$ cat src/rtl/serial_subtractor_if.sv
// Operation bus of the digit-serial subtractor.
// Handshake: start is a request sampled only while the block is idle. The
// accepting edge latches a, b and bin. busy is high while chunks are being
// processed. done is a one-cycle pulse that marks d, bout and ovf as fresh.
// A start seen while busy or done is dropped, never queued.
interface serial_subtractor_if #(
  parameter int WIDTH = 32
);
  logic             start;
  logic [WIDTH-1:0] a;
  logic [WIDTH-1:0] b;
  logic             bin;
  logic             busy;
  logic             done;
  logic [WIDTH-1:0] d;
  logic             bout;
  logic             ovf;
  logic [1:0]       dbg_state;  // FSM state, for checkers and waveforms

  modport master (
    output start, a, b, bin,
    input  busy, done, d, bout, ovf, dbg_state
  );

  modport slave (
    input  start, a, b, bin,
    output busy, done, d, bout, ovf, dbg_state
  );
endinterface

$ cat src/rtl/serial_subtractor.sv
// Digit-serial two's-complement subtractor: d = a - b - bin, CHUNK bits per
// clock, LSB chunk first, with the borrow carried between chunks in a
// register. Used where a full-width single-cycle borrow chain is too slow.
module serial_subtractor #(
  parameter int WIDTH = 32,
  parameter int CHUNK = 8
) (
  input logic                clk,
  input logic                rst_n,
  serial_subtractor_if.slave bus
);
  localparam int N  = WIDTH / CHUNK;
  localparam int CW = (N > 1) ? $clog2(N) : 1;

  typedef enum logic [1:0] {
    IDLE = 2'd0,
    RUN  = 2'd1,
    DONE = 2'd2
  } state_t;

  state_t           state;
  logic [WIDTH-1:0] op_a;
  logic [WIDTH-1:0] op_b;
  logic [WIDTH-1:0] work;
  logic             borrow;
  logic [CW-1:0]    cnt;

  logic             busy_r;
  logic             done_r;
  logic [WIDTH-1:0] d_r;
  logic             bout_r;
  logic             ovf_r;

  logic [CHUNK-1:0] a_k;
  logic [CHUNK-1:0] b_k;
  logic [CHUNK:0]   sub_k;
  logic [CHUNK-1:0] diff_k;
  logic             borrow_nx;
  logic             msb_bin;
  logic             last;
  logic [WIDTH-1:0] next_work;

  // Current chunk arithmetic and the working register with it merged in.
  // The borrow into the top bit is recovered from the top bit's own sum
  // (diff ^ a ^ b), which is only meaningful on the MSB chunk.
  always_comb begin
    a_k       = op_a[int'(cnt) * CHUNK +: CHUNK];
    b_k       = op_b[int'(cnt) * CHUNK +: CHUNK];
    sub_k     = {1'b0, a_k} - {1'b0, b_k} - {{CHUNK{1'b0}}, borrow};
    diff_k    = sub_k[CHUNK-1:0];
    borrow_nx = sub_k[CHUNK];
    msb_bin   = diff_k[CHUNK-1] ^ a_k[CHUNK-1] ^ b_k[CHUNK-1];
    last      = (cnt == CW'(N - 1));
    next_work = work;
    next_work[int'(cnt) * CHUNK +: CHUNK] = diff_k;
  end

  // Control FSM with registered handshake and result outputs.
  always_ff @(posedge clk or negedge rst_n) begin
    if (!rst_n) begin
      state  <= IDLE;
      op_a   <= '0;
      op_b   <= '0;
      work   <= '0;
      borrow <= 1'b0;
      cnt    <= '0;
      busy_r <= 1'b0;
      done_r <= 1'b0;
      d_r    <= '0;
      bout_r <= 1'b0;
      ovf_r  <= 1'b0;
    end else begin
      case (state)
        IDLE: begin
          if (bus.start) begin
            op_a   <= bus.a;
            op_b   <= bus.b;
            borrow <= bus.bin;
            work   <= '0;
            cnt    <= '0;
            busy_r <= 1'b1;
            state  <= RUN;
          end
        end
        RUN: begin
          work   <= next_work;
          borrow <= borrow_nx;
          if (last) begin
            d_r    <= next_work;
            bout_r <= borrow_nx;
            ovf_r  <= msb_bin ^ borrow_nx;
            busy_r <= 1'b0;
            done_r <= 1'b1;
            cnt    <= '0;
            state  <= DONE;
          end else begin
            cnt <= cnt + CW'(1);
          end
        end
        DONE: begin
          done_r <= 1'b0;
          state  <= IDLE;
        end
        default: begin
          state <= IDLE;
        end
      endcase
    end
  end

  assign bus.busy      = busy_r;
  assign bus.done      = done_r;
  assign bus.d         = d_r;
  assign bus.bout      = bout_r;
  assign bus.ovf       = ovf_r;
  assign bus.dbg_state = state;
endmodule
$ cat src/flat_wrapper.sv
// flat-port wrapper written by rule: the top's interface ports become plain ports
module serial_subtractor_flat 
#(
  parameter int WIDTH = 32,
  parameter int CHUNK = 8
)
  (clk, rst_n, bus_start, bus_a, bus_b, bus_bin, bus_busy, bus_done, bus_d, bus_bout, bus_ovf, bus_dbg_state);
  serial_subtractor_if #(.WIDTH(WIDTH)) bus_i ();
  input logic clk;
  input logic rst_n;
  input wire logic [$bits(bus_i.start)-1:0] bus_start;
  input wire logic [$bits(bus_i.a)-1:0] bus_a;
  input wire logic [$bits(bus_i.b)-1:0] bus_b;
  input wire logic [$bits(bus_i.bin)-1:0] bus_bin;
  output wire logic [$bits(bus_i.busy)-1:0] bus_busy;
  output wire logic [$bits(bus_i.done)-1:0] bus_done;
  output wire logic [$bits(bus_i.d)-1:0] bus_d;
  output wire logic [$bits(bus_i.bout)-1:0] bus_bout;
  output wire logic [$bits(bus_i.ovf)-1:0] bus_ovf;
  output wire logic [$bits(bus_i.dbg_state)-1:0] bus_dbg_state;
  assign bus_i.start = bus_start;
  assign bus_i.a = bus_a;
  assign bus_i.b = bus_b;
  assign bus_i.bin = bus_bin;
  assign bus_busy = bus_i.busy;
  assign bus_done = bus_i.done;
  assign bus_d = bus_i.d;
  assign bus_bout = bus_i.bout;
  assign bus_ovf = bus_i.ovf;
  assign bus_dbg_state = bus_i.dbg_state;
  serial_subtractor #(.WIDTH(WIDTH), .CHUNK(CHUNK)) u_core (.clk(clk), .rst_n(rst_n), .bus(bus_i));
endmodule
$ cat config.mk
export PLATFORM = sky130hd
export DESIGN_NAME = serial_subtractor_flat
export DESIGN_NICKNAME = d
export VERILOG_FILES = /design/src/rtl/serial_subtractor_if.sv /design/src/rtl/serial_subtractor.sv /design/src/flat_wrapper.sv
export SDC_FILE = /design/constraint.sdc
export NUM_CORES = 1
export LEC_CHECK = 0
export BUFFER_PORTS_ARGS = -buffer_cell sky130_fd_sc_hd__buf_2
export CORE_MARGIN = 8
export CORE_UTILIZATION = 25
export CTS_CLUSTER_SIZE = 8
export DETAILED_ROUTE_END_ITERATION = 12
export SETUP_SLACK_MARGIN = 0.5
export SLEW_MARGIN = 20
export SYNTH_ARGS = -nofsm -noshare
export SYNTH_HDL_FRONTEND = slang
export SYNTH_SLANG_ARGS = --single-unit
$ cat constraint.sdc
create_clock -name clk -period 7.6 [get_ports clk]
set_input_delay 0.76 -clock clk [delete_from_list [all_inputs] [get_ports clk]]
set_output_delay 0.76 -clock clk [all_outputs]
set_load 0.02 [all_outputs]
==> impl_metrics.csv, run 1 <==
group,metric,value,unit
status,status,"complete, no violations",
floorplan,initial_utilization,0.2513,
yosys,synthesis.area,6236,µm²
cells_and_area,area_growth,24.36,%
route,drt_iter0_markers,325,
cells_and_area,regArea,3428,µm²
yosys,synth_top_area_cell,"dfrtp_1",
yosys,synth_edf_count,0,
route,route.detailed.drc,0,
grt,grt_pass1_wl,25.90,mm
yosys,synthDistinctLibCells,45,
place,place_congestion,0.7184,
floorplan,io_pins,106,
setup_path,crit_top_cell,"fa_1",
yosys,synthAdderAreaFrac,0.04254,
setup_path,crit_buf_inv,1,
yosys,synth-main-ff-cell,"dfrtp_1",
clocking,clockBufferDepth,2,
setup_path,worst_path_max_delay_cell,"dfrtp_1",
route,vias,4280,
flow_run,cap_viol_max_count,0,
clocking,cts_tree,"yes",
hold_path,hp-class,"input pin to async pin",
cells_and_area,n_fill_cell,2554,
setup_path,path_class,"flop to flop",
grt,grt_max_degree,75,
timing,finalHoldViolations,0,
place,dp_hpwl,11.30,mm
route,finalWirelength,16.13,mm
setup_path,startpoint,"u_core.cnt[0]$_DFFE_PN0P_",
clocking,insertion_delay,0.42,ns
timing,fin_crit_sh,0.5585,
clocking,clock-root-buffer,"clkbuf_16",
clocking,post_cts_resize_count,0,
setup_path,reg2regPathDepth,10,
grt,grtUsageTotal,0.1086,
yosys,synth_sequential_area_ratio,0.5498,
floorplan,core,24820,µm²
setup_path,r2r-end,"u_core.bus.ovf$_DFFE_PN0P_",
route,dr.pass1.iters,4,
timing,clock_skew,0.007322,ns
timing,worstMarginPinSlew,1.041,ns
setup_path,setup.worst_path.start_class,"flop",
setup_path,path_cells,"buf_4, mux4_2, fa_1, fa_1, nor3b_1, o21ai_0, o41ai_1, nor3_1, or4_1, nand3_1",
cells_and_area,multi_input_area,2621,µm²
yosys,synth.area.mux_share,0.1740,
yosys,async_flop_share,1.000,
yosys,synth_top_family_by_area,"multiplexers",
clocking,clock_sinks,137,
place,pre_cts_slack,3.321,ns
yosys,syn_inst,484,
floorplan,rows,58,
setup_path,crit_cells,10,
cells_and_area,final_nets,678,
timing,finalMaxSlewViolations,0,
timing,finalSetupTns,0,ns
grt,grt_antenna_before_repair,1,
grt,grt_pass1_vias,4429,
setup_path,cp_max_fo,15,
clocking,ctsHoldBuffers,0,
route,detail-route-antenna-nets,0,
timing,maxSlewHeadroom,0.3037,
place,portBuffers,105,
clocking,cts_setup_buffers,0,
floorplan,die_area,30250,µm²
yosys,synth_xor_xnor_area_share,0.01104,
yosys,yosysTopAreaCellShare,0.5498,
timing,finalWorstSetupSlack,3.355,ns
yosys,synthTopCellsByCount,"dfrtp_1 (137), nor2_1 (65), mux2_2 (64)",
yosys,synth_most_common_cell,"dfrtp_1",
yosys,ys_ff_latch,137,
setup_path,critPathTopFamily,"simple AND/OR/NAND/NOR gates",
clocking,numCtsBuffers,17,
floorplan,die_x,173.9,µm
cells_and_area,drive_gt1_frac,0.3781,
timing,fmax,235.6,MHz
yosys,synth_compound_area_frac,0.1218,
clocking,clkTransAtPathRegs,0.06,ns
setup_path,timing.rr.start,"u_core.cnt[0]$_DFFE_PN0P_",
route,routed_via_density,4.587,
floorplan,dieHeight,173.9,µm
grt,grt.overflow.total,0,
route,wire_per_inst,17.28,µm
yosys,yosys-top-cells-area,"dfrtp_1 (55%), mux2_2 (12%), mux4_2 (5.4%)",
setup_path,critical_path.max_stage_delay,0.83,ns
setup_path,cp.required,7.95,ns
yosys,synthSimpleGateAreaFrac,0.06902,
setup_path,cp.arrival,4.60,ns
cells_and_area,fin_util,0.3125,
setup_path,rrSetupSlack,3.36,ns
yosys,avgSynthCellArea,12.88,µm²
timing,finalSetupViolCount,0,
timing,timing.hold.ws,0.3200,ns
clocking,htree_num_levels,4,
setup_path,end_kind,"flop",
timing,rsz0062_at_grt,"no",
cells_and_area,antenna_cells,0,
yosys,yosysWarnings,0,
yosys,syn-num-nets,572,
setup_path,crit_end,"u_core.bus.ovf$_DFFE_PN0P_",
timing,finalCriticalPeriod,4.245,ns
[worst min path at each step]
stage,startpoint,end,slack (ns),cells past startpoint
6_report,rst_n,u_core.op_b[17]$_DFFE_PN0P_,0.32,1
2_1_floorplan,rst_n,u_core.borrow$_DFFE_PN0P_,0.46,0
5_1_grt,rst_n,u_core.op_b[17]$_DFFE_PN0P_,0.36,1
3_5_place_dp,u_core.bus.ovf$_DFFE_PN0P_,u_core.bus.ovf$_DFFE_PN0P_,0.47,2
3_3_place_gp,u_core.bus.busy$_DFFE_PN0P_,u_core.bus.busy$_DFFE_PN0P_,0.46,1
4_1_cts,rst_n,u_core.op_b[25]$_DFFE_PN0P_,0.34,1
[layer usage]
| layer | share of wire | routed length, µm | up-vias | global-route usage |
|---|---|---|---|---|
| met4 | 0.0091 | 146 | 2 | 0.03099 |
| met3 | 0.055 | 894 | 11 | 0.03493 |
| met1 | 0.46 | 7410 | 2164 | 0.1441 |
| li1 | - | - | 2000 | - |
| met5 | 0.00081 | 13 | - | 0 |
| met2 | 0.48 | 7661 | 103 | 0.1672 |
[cell type report]
| type | count | share of cell area |
|---|---|---|
| multi-input combinational | 295 | 0.3380 |
| clock buffer | 20 | 0.05631 |
| inverter | 28 | 0.01355 |
| sequential | 137 | 0.4421 |
| timing repair buffer | 111 | 0.07438 |
| tap | 330 | 0.05324 |
| clock inverter | 12 | 0.02243 |
[worst reg2reg max path: stages (launching register included)]
cell,delay [ns]
dfrtp_1,0.83
buf_4,0.37
mux4_2,0.55
fa_1,0.42
fa_1,0.47
nor3b_1,0.22
o21ai_0,0.19
o41ai_1,0.43
nor3_1,0.11
or4_1,0.48
nand3_1,0.09
[stage by stage]
step | std cells | cell area, µm²
6_report | 933 | 7755
5_1_grt | 933 | 7755
4_1_cts | 933 | 7747
3_5_place_dp | 901 | 7137
3_3_place_gp | 901 | 7137
2_1_floorplan | 484 | 6236
[flip-flops by register name, indices dropped and copies added (netlist names)]
register and count:
u_core.work 32, u_core.op_a 32, u_core.bus.ovf 1, u_core.borrow 1, u_core.bus.done 1, u_core.cnt 2
u_core.op_b 32, u_core.bus.d 32, u_core.bus.bout 1, u_core.bus.busy 1, u_core.bus.dbg_state 2
[layout by cell type, fill, tap and decap left out, types with 2 or more instances in the layout]
| cell | netlist | layout |
|---|---|---|
| fa_1 | 2 | 2 |
| ha_1 | 18 | 18 |
| nand2_1 | 8 | 8 |
| and2_1 | 2 | 2 |
| a221oi_1 | 32 | 32 |
| nor4_1 | 2 | 2 |
| nor2b_1 | 2 | 2 |
| dfrtp_1 | 137 | 137 |
| clkinv_4 | 0 | 2 |
| nor3_1 | 3 | 3 |
| and4_1 | 2 | 2 |
| a21o_1 | 2 | 2 |
| bufinv_16 | 0 | 4 |
| a21oi_1 | 8 | 8 |
| nor2_1 | 65 | 65 |
| clkbuf_16 | 0 | 17 |
| buf_2 | 3 | 104 |
| mux2_2 | 64 | 64 |
| buf_4 | 0 | 6 |
| clkbuf_1 | 18 | 3 |
| o21ai_0 | 6 | 6 |
| mux4_2 | 15 | 15 |
| o31ai_1 | 2 | 2 |
| xnor2_1 | 4 | 3 |
| inv_1 | 25 | 25 |
| a22o_1 | 32 | 32 |
| o211ai_1 | 2 | 2 |
| xor2_1 | 2 | 2 |
| nand2b_1 | 3 | 3 |
| clkinv_2 | 0 | 4 |
| clkinv_1 | 3 | 3 |
[logic make-up after synthesis]
logic type / after synthesis
buffers and inverters: 52
DFF: 137
and+or+nand+nor: 95
xor gates and xnor gates: 7
muxes: 80
AOI/OAI and AO/OA: 93
adders and majority gates: 20
Power of run 1 is left out: the tool's default activity adds up to more than one toggle a clock period on the data nets, which glitch-free logic cannot reach.
==> run 2, diff against run 1 <==
ABC_AREA = 1   (was default)
clock period = 3.61 ns   (was 7.6 ns; I/O delays follow)
==> impl_metrics.csv, run 2 <==
group,metric,value,unit
status,status,"complete, no violations",
clocking,clock-root-buffer,"clkbuf_16",
setup_path,critical_path.max_stage_delay,0.46,ns
route,routed_via_density,4.417,
setup_path,path_cells,"buf_12, nand2_1, a32o_1, ha_1, inv_1, ha_1, inv_1, o21bai_1, inv_1, o21a_1, nand2_1, nand2_1, nand2_2, nand4_1, nand2_1, nand2_1, nand2_1",
setup_path,r2r-end,"u_core.bus.d[31]$_DFFE_PN0P_",
route,route.detailed.drc,0,
route,vias,5203,
cells_and_area,area_growth,24.49,%
clocking,cts_tree,"yes",
cells_and_area,final_common_cell,"nand2_1",
setup_path,startpoint,"u_core.cnt[0]$_DFFE_PN0P_",
clocking,clkTransAtPathRegs,0.06,ns
clocking,clock_sinks,137,
floorplan,die_area,31940,µm²
setup_path,crit_top_cell,"nand2_1",
floorplan,rows,59,
yosys,synthSimpleGateAreaFrac,0.1843,
yosys,yosysTopAreaCellShare,0.5179,
setup_path,cp_max_fo,22,
yosys,async_flop_share,1.000,
route,drt_iter0_markers,429,
timing,finalHoldViolations,0,
yosys,synth_edf_count,0,
setup_path,worst_path_max_delay_cell,"dfrtp_2",
yosys,yosysWarnings,0,
yosys,synth.area.mux_share,0.1021,
timing,clock_skew,0.007212,ns
setup_path,timing.rr.start,"u_core.cnt[0]$_DFFE_PN0P_",
floorplan,core,26060,µm²
yosys,synth_xor_xnor_area_share,0.005103,
yosys,synth_compound_area_frac,0.08732,
clocking,htree_num_levels,4,
cells_and_area,final_cell_mix,"nand2_1 (240), dfrtp_1 (136), buf_2 (104), inv_1 (70), mux2_2 (60)",
yosys,syn_inst,724,
yosys,synthAdderAreaFrac,0.04007,
yosys,synthesis.area,6620,µm²
yosys,ys_ff_latch,137,
timing,finalSetupTns,0,ns
place,dp_hpwl,13.19,mm
grt,grt_max_degree,73,
yosys,synth_most_common_cell,"nand2_1",
timing,maxSlewHeadroom,0.4205,
hold_path,holdPathStages,2,
yosys,synthTopCellsByCount,"nand2_1 (241), dfrtp_1 (137), inv_1 (70)",
floorplan,io_pins,106,
yosys,synth-main-ff-cell,"dfrtp_1",
route,finalWirelength,18.40,mm
cells_and_area,antenna_cells,0,
setup_path,cp.required,3.96,ns
clocking,insertion_delay,0.42,ns
yosys,synth_top_area_cell,"dfrtp_1",
floorplan,dieHeight,178.7,µm
floorplan,initial_utilization,0.2540,
clocking,numCtsBuffers,17,
grt,grtUsageTotal,0.1177,
setup_path,rrSetupSlack,0.75,ns
clocking,cts_setup_buffers,0,
cells_and_area,drive_gt1_frac,0.2705,
timing,finalCriticalPeriod,2.865,ns
place,portBuffers,105,
setup_path,setup.worst_path.start_class,"flop",
yosys,synthDistinctLibCells,36,
yosys,synth_top_family_by_area,"simple AND/OR/NAND/NOR gates",
floorplan,die_x,178.7,µm
timing,finalSetupViolCount,0,
timing,fin_crit_sh,0.7935,
grt,grt_pass1_vias,5250,
setup_path,end_kind,"flop",
timing,rsz0062_at_grt,"no",
cells_and_area,final_nets,918,
route,wire_per_inst,15.62,µm
cells_and_area,n_fill_cell,2727,
yosys,avgSynthCellArea,9.144,µm²
flow_run,cap_viol_max_count,0,
setup_path,path_class,"flop to flop",
setup_path,reg2regPathDepth,17,
setup_path,crit_buf_inv,4,
cells_and_area,regArea,3430,µm²
grt,grt.overflow.total,0,
timing,worstMarginPinSlew,0.8693,ns
timing,finalMaxSlewViolations,0,
yosys,synth_sequential_area_ratio,0.5179,
setup_path,crit_end,"u_core.bus.d[31]$_DFFE_PN0P_",
setup_path,critPathTopFamily,"simple AND/OR/NAND/NOR gates",
timing,fmax,349.1,MHz
cells_and_area,multi_input_area,2783,µm²
yosys,yosys-top-cells-area,"dfrtp_1 (52%), nand2_1 (14%), mux2_2 (10%)",
yosys,syn-num-nets,812,
route,dr.pass1.iters,5,
grt,grt_pass1_wl,28.98,mm
place,place_congestion,0.8487,
clocking,clockBufferDepth,2,
grt,grt_antenna_before_repair,0,
setup_path,cp.arrival,3.22,ns
hold_path,hp-class,"input pin to flop",
route,detail-route-antenna-nets,0,
setup_path,crit_cells,17,
[run 2: cell count changes after synthesis, moves of 7 or more]
cell,previous run,this run
a21oi_1,8,15
o22ai_1,0,25
nand3_1,1,15
a32o_1,0,7
inv_1,25,70
nand2_1,8,241
a221oi_1,32,0
mux4_2,15,0
nor2_1,65,26
a22o_1,32,0
buf_2,3,10
o21ai_0,6,43
[run 2: logic make-up after synthesis]
| kind of cell | after synthesis |
|---|---|
| compound gates | 99 |
| xor+xnor | 3 |
| fa+ha+maj | 20 |
| buf+inv | 105 |
| flops | 137 |
| mux | 60 |
| simple gates | 300 |
[run 2: final cells by class]
type	instances	share of cell area
clock inverters	11	0.02338
inverters	74	0.03461
well taps	335	0.05086
clock buffers	21	0.05708
repair buffers	118	0.08031
flip-flops and latches	137	0.4161
multi-input cells	482	0.3376
[run 2: through the flow]
stage               std cells  area [µm²]  hold WS, ns  setup slack [ns]    util
floorplan                 724        6620      0.06541            0.6537       -
global placement         1144        7515       0.4317            0.5593  0.2884
detailed placement       1144        7515       0.4303            0.4977  0.2884
CTS                      1177        8188       0.1506            0.5017  0.3142
global route             1178        8242       0.1524            0.4975  0.3163
finish                   1178        8242       0.1701            0.7454  0.3163
[run 2: worst min path at each step]
stage	from	end	slack, ns
after floorplan	rst_n	u_core.borrow$_DFFE_PN0P_	0.07
final	bus_b[4]	u_core.op_b[4]$_DFFE_PN0P_	0.17
after global placement	rst_n	u_core.bus.d[2]$_DFFE_PN0P_	0.43
after global routing	bus_b[10]	u_core.op_b[10]$_DFFE_PN0P_	0.15
after detailed placement	rst_n	u_core.bus.d[1]$_DFFE_PN0P_	0.43
after CTS	bus_b[4]	u_core.op_b[4]$_DFFE_PN0P_	0.15
[run 2: per-layer routing]
| metal | track usage | routed length, µm |
|---|---|---|
| met5 | 0 | 0 |
| met1 | 0.1594 | 8692 |
| met4 | 0.02342 | 182 |
| met3 | 0.03686 | 1192 |
| met2 | 0.1824 | 8329 |
[run 2: repair_timing]
action | CTS | global route
hold buffers | 1 | 0
endpoints found under the setup margin | 0 | 45
hold endpoints to repair | 45 | 0
gates resized for setup | 0 | 14
Power of run 2 is left out for the same reason.
==> run 3, diff against run 2 <==
clock period = 2.35 ns   (was 3.61 ns; I/O delays follow)
==> impl_metrics.csv, run 3 (synthesized netlist as in run 2, its figures left out) <==
group,metric,value,unit
clocking,numCtsBuffers,17,
clocking,clock_sinks,137,
floorplan,die_x,178.7,µm
grt,grt_antenna_before_repair,0,
timing,finalCriticalPeriod,2.787,ns
timing,finalHoldViolations,0,
route,finalWirelength,19.19,mm
cells_and_area,area_growth,42.05,%
cells_and_area,drive_gt1_frac,0.4612,
floorplan,core,26060,µm²
cells_and_area,antenna_cells,0,
timing,worstMarginPinSlew,0.7377,ns
flow_run,cap_viol_max_count,0,
floorplan,rows,59,
hold_path,holdPathStages,2,
floorplan,initial_utilization,0.2540,
timing,maxSlewHeadroom,0.5082,
route,route.detailed.drc,0,
clocking,cts_tree,"yes",
timing,finalSetupTns,-16.87,ns
floorplan,die_area,31940,µm²
timing,fmax,358.8,MHz
cells_and_area,final_common_cell,"nand2_1",
place,portBuffers,105,
floorplan,dieHeight,178.7,µm
setup_path,cp.required,2.71,ns
cells_and_area,final_cell_mix,"nand2_1 (209), dfrtp_1 (135), buf_2 (104), mux2_2 (60), buf_4 (54)",
setup_path,end_kind,"flop",
route,drt_iter0_markers,273,
timing,timing.hold.ws,0.03823,ns
route,detail-route-antenna-nets,0,
route,wire_per_inst,15.35,µm
grt,grt_pass1_vias,5693,
timing,rsz0062_at_grt,"yes",
grt,grtUsageTotal,0.1210,
timing,finalMaxSlewViolations,0,
setup_path,reg2regPathDepth,18,
route,routed_via_density,4.455,
clocking,clockBufferDepth,2,
status,failed_checks,"negative setup slack",
setup_path,rrSetupSlack,-0.44,ns
clocking,clock-root-buffer,"clkbuf_16",
floorplan,io_pins,106,
clocking,htree_num_levels,4,
clocking,insertion_delay,0.43,ns
cells_and_area,n_fill_cell,2640,
setup_path,path_class,"flop to flop",
grt,grt_pass1_wl,30.28,mm
clocking,clkTransAtPathRegs,0.06,ns
setup_path,setup.worst_path.start_class,"flop",
timing,finalWorstSetupSlack,-0.4372,ns
status,status,"finished, violations left",
setup_path,cp_max_fo,4,
setup_path,cp.arrival,3.15,ns
hold_path,hp-class,"input pin to flop",
timing,finalSetupViolCount,59,
timing,fin_crit_sh,1.186,
cells_and_area,final_nets,991,
place,dp_hpwl,13.56,mm
route,dr.pass1.iters,5,
timing,clock_skew,0.01217,ns
grt,grt.overflow.total,0,
route,vias,5569,
place,place_congestion,0.8584,
grt,grt_max_degree,73,
## run 3: cell count changes in the layout (fill, tap and decap cells not counted), moves of 9 or more
cell     before  now
o21ai_0      42    9
buf_6         1   20
inv_2         1   21
o22ai_1      25    7
buf_4        10   54
nand2_1     240  209
nor2_1       25   16
o21ai_2       0   14
o21ai_1       4   23
inv_1        70   48
ha_1         18    7
nand2_2       5   31
o22ai_2       0   16
ha_4          0   10
## run 3: routing by layer
metal,share of wire,up-vias,wire [µm],track usage
met5,0,-,0,0
li1,-,2720,-,-
met3,0.047,22,904,0.03286
met2,0.49,140,9361,0.1971
met4,0.012,0,239,0.03617
met1,0.45,2687,8684,0.1544
## run 3: worst paths after layout
check,from,to
setup reg to reg,u_core.cnt[1]$_DFFE_PN0P_,u_core.bus.d[31]$_DFFE_PN0P_
hold / removal,bus_a[18],u_core.op_a[18]$_DFFE_PN0P_
min in group asynchronous,rst_n,u_core.bus.d[2]$_DFFE_PN0P_
max in group asynchronous,rst_n,u_core.work[12]$_DFFE_PN0P_
hold reg to reg,u_core.bus.d[5]$_DFFE_PN0P_,u_core.bus.d[5]$_DFFE_PN0P_
setup / recovery,u_core.cnt[1]$_DFFE_PN0P_,u_core.bus.d[31]$_DFFE_PN0P_
## run 3: final cells by class
cell class,instances,area [µm²],area share
Clock inverter,11,100.1,0.01064
Tap cell,335,419.2,0.04457
Timing Repair Buffer,190,1366,0.1453
Timing Repair inverter,1,7.507,0.0007983
Inverter,74,290.3,0.03087
Multi-Input combinational cell,482,3343,0.3555
Sequential cell,137,3431,0.3648
Clock buffer,20,446.7,0.04750
## run 3: stage by stage
| step | utilization | std cells | instance area, µm² | worst slack, ns |
|---|---|---|---|---|
| finish | 0.3609 | 1250 | 9404 | -0.4372 |
| global route | 0.3609 | 1250 | 9404 | -0.5293 |
| CTS | 0.3479 | 1243 | 9065 | -0.3553 |
| detailed placement | 0.3066 | 1187 | 7990 | -0.4595 |
| global placement | 0.3066 | 1187 | 7990 | -0.4121 |
| floorplan | - | 724 | 6758 | -0.2661 |
## run 3: worst max-delay path: stages, from the launching register on
cell	delay, ns
dfrtp_2	0.47
buf_12	0.15
clkinvlp_4	0.10
a21oi_1	0.05
a32o_2	0.27
ha_4	0.27
inv_2	0.04
ha_4	0.28
inv_2	0.04
o21bai_1	0.13
inv_1	0.09
o21a_1	0.23
nand2_2	0.11
nand2_2	0.08
nand2_4	0.09
nand4_1	0.09
nand2_1	0.10
nand2_1	0.06
nand2_1	0.07
## run 3: timing repair
| item | in CTS | in global routing |
|---|---|---|
| setup buffers | 23 | 7 |
| hold endpoints to repair | 69 | 0 |
| resized for setup | 94 | 77 |
| hold buffers | 1 | 0 |
| pin swaps | 34 | 40 |
| endpoints found under the setup margin | 67 | 69 |
| cloned | 1 | 0 |
Power of run 3 is left out for the same reason.
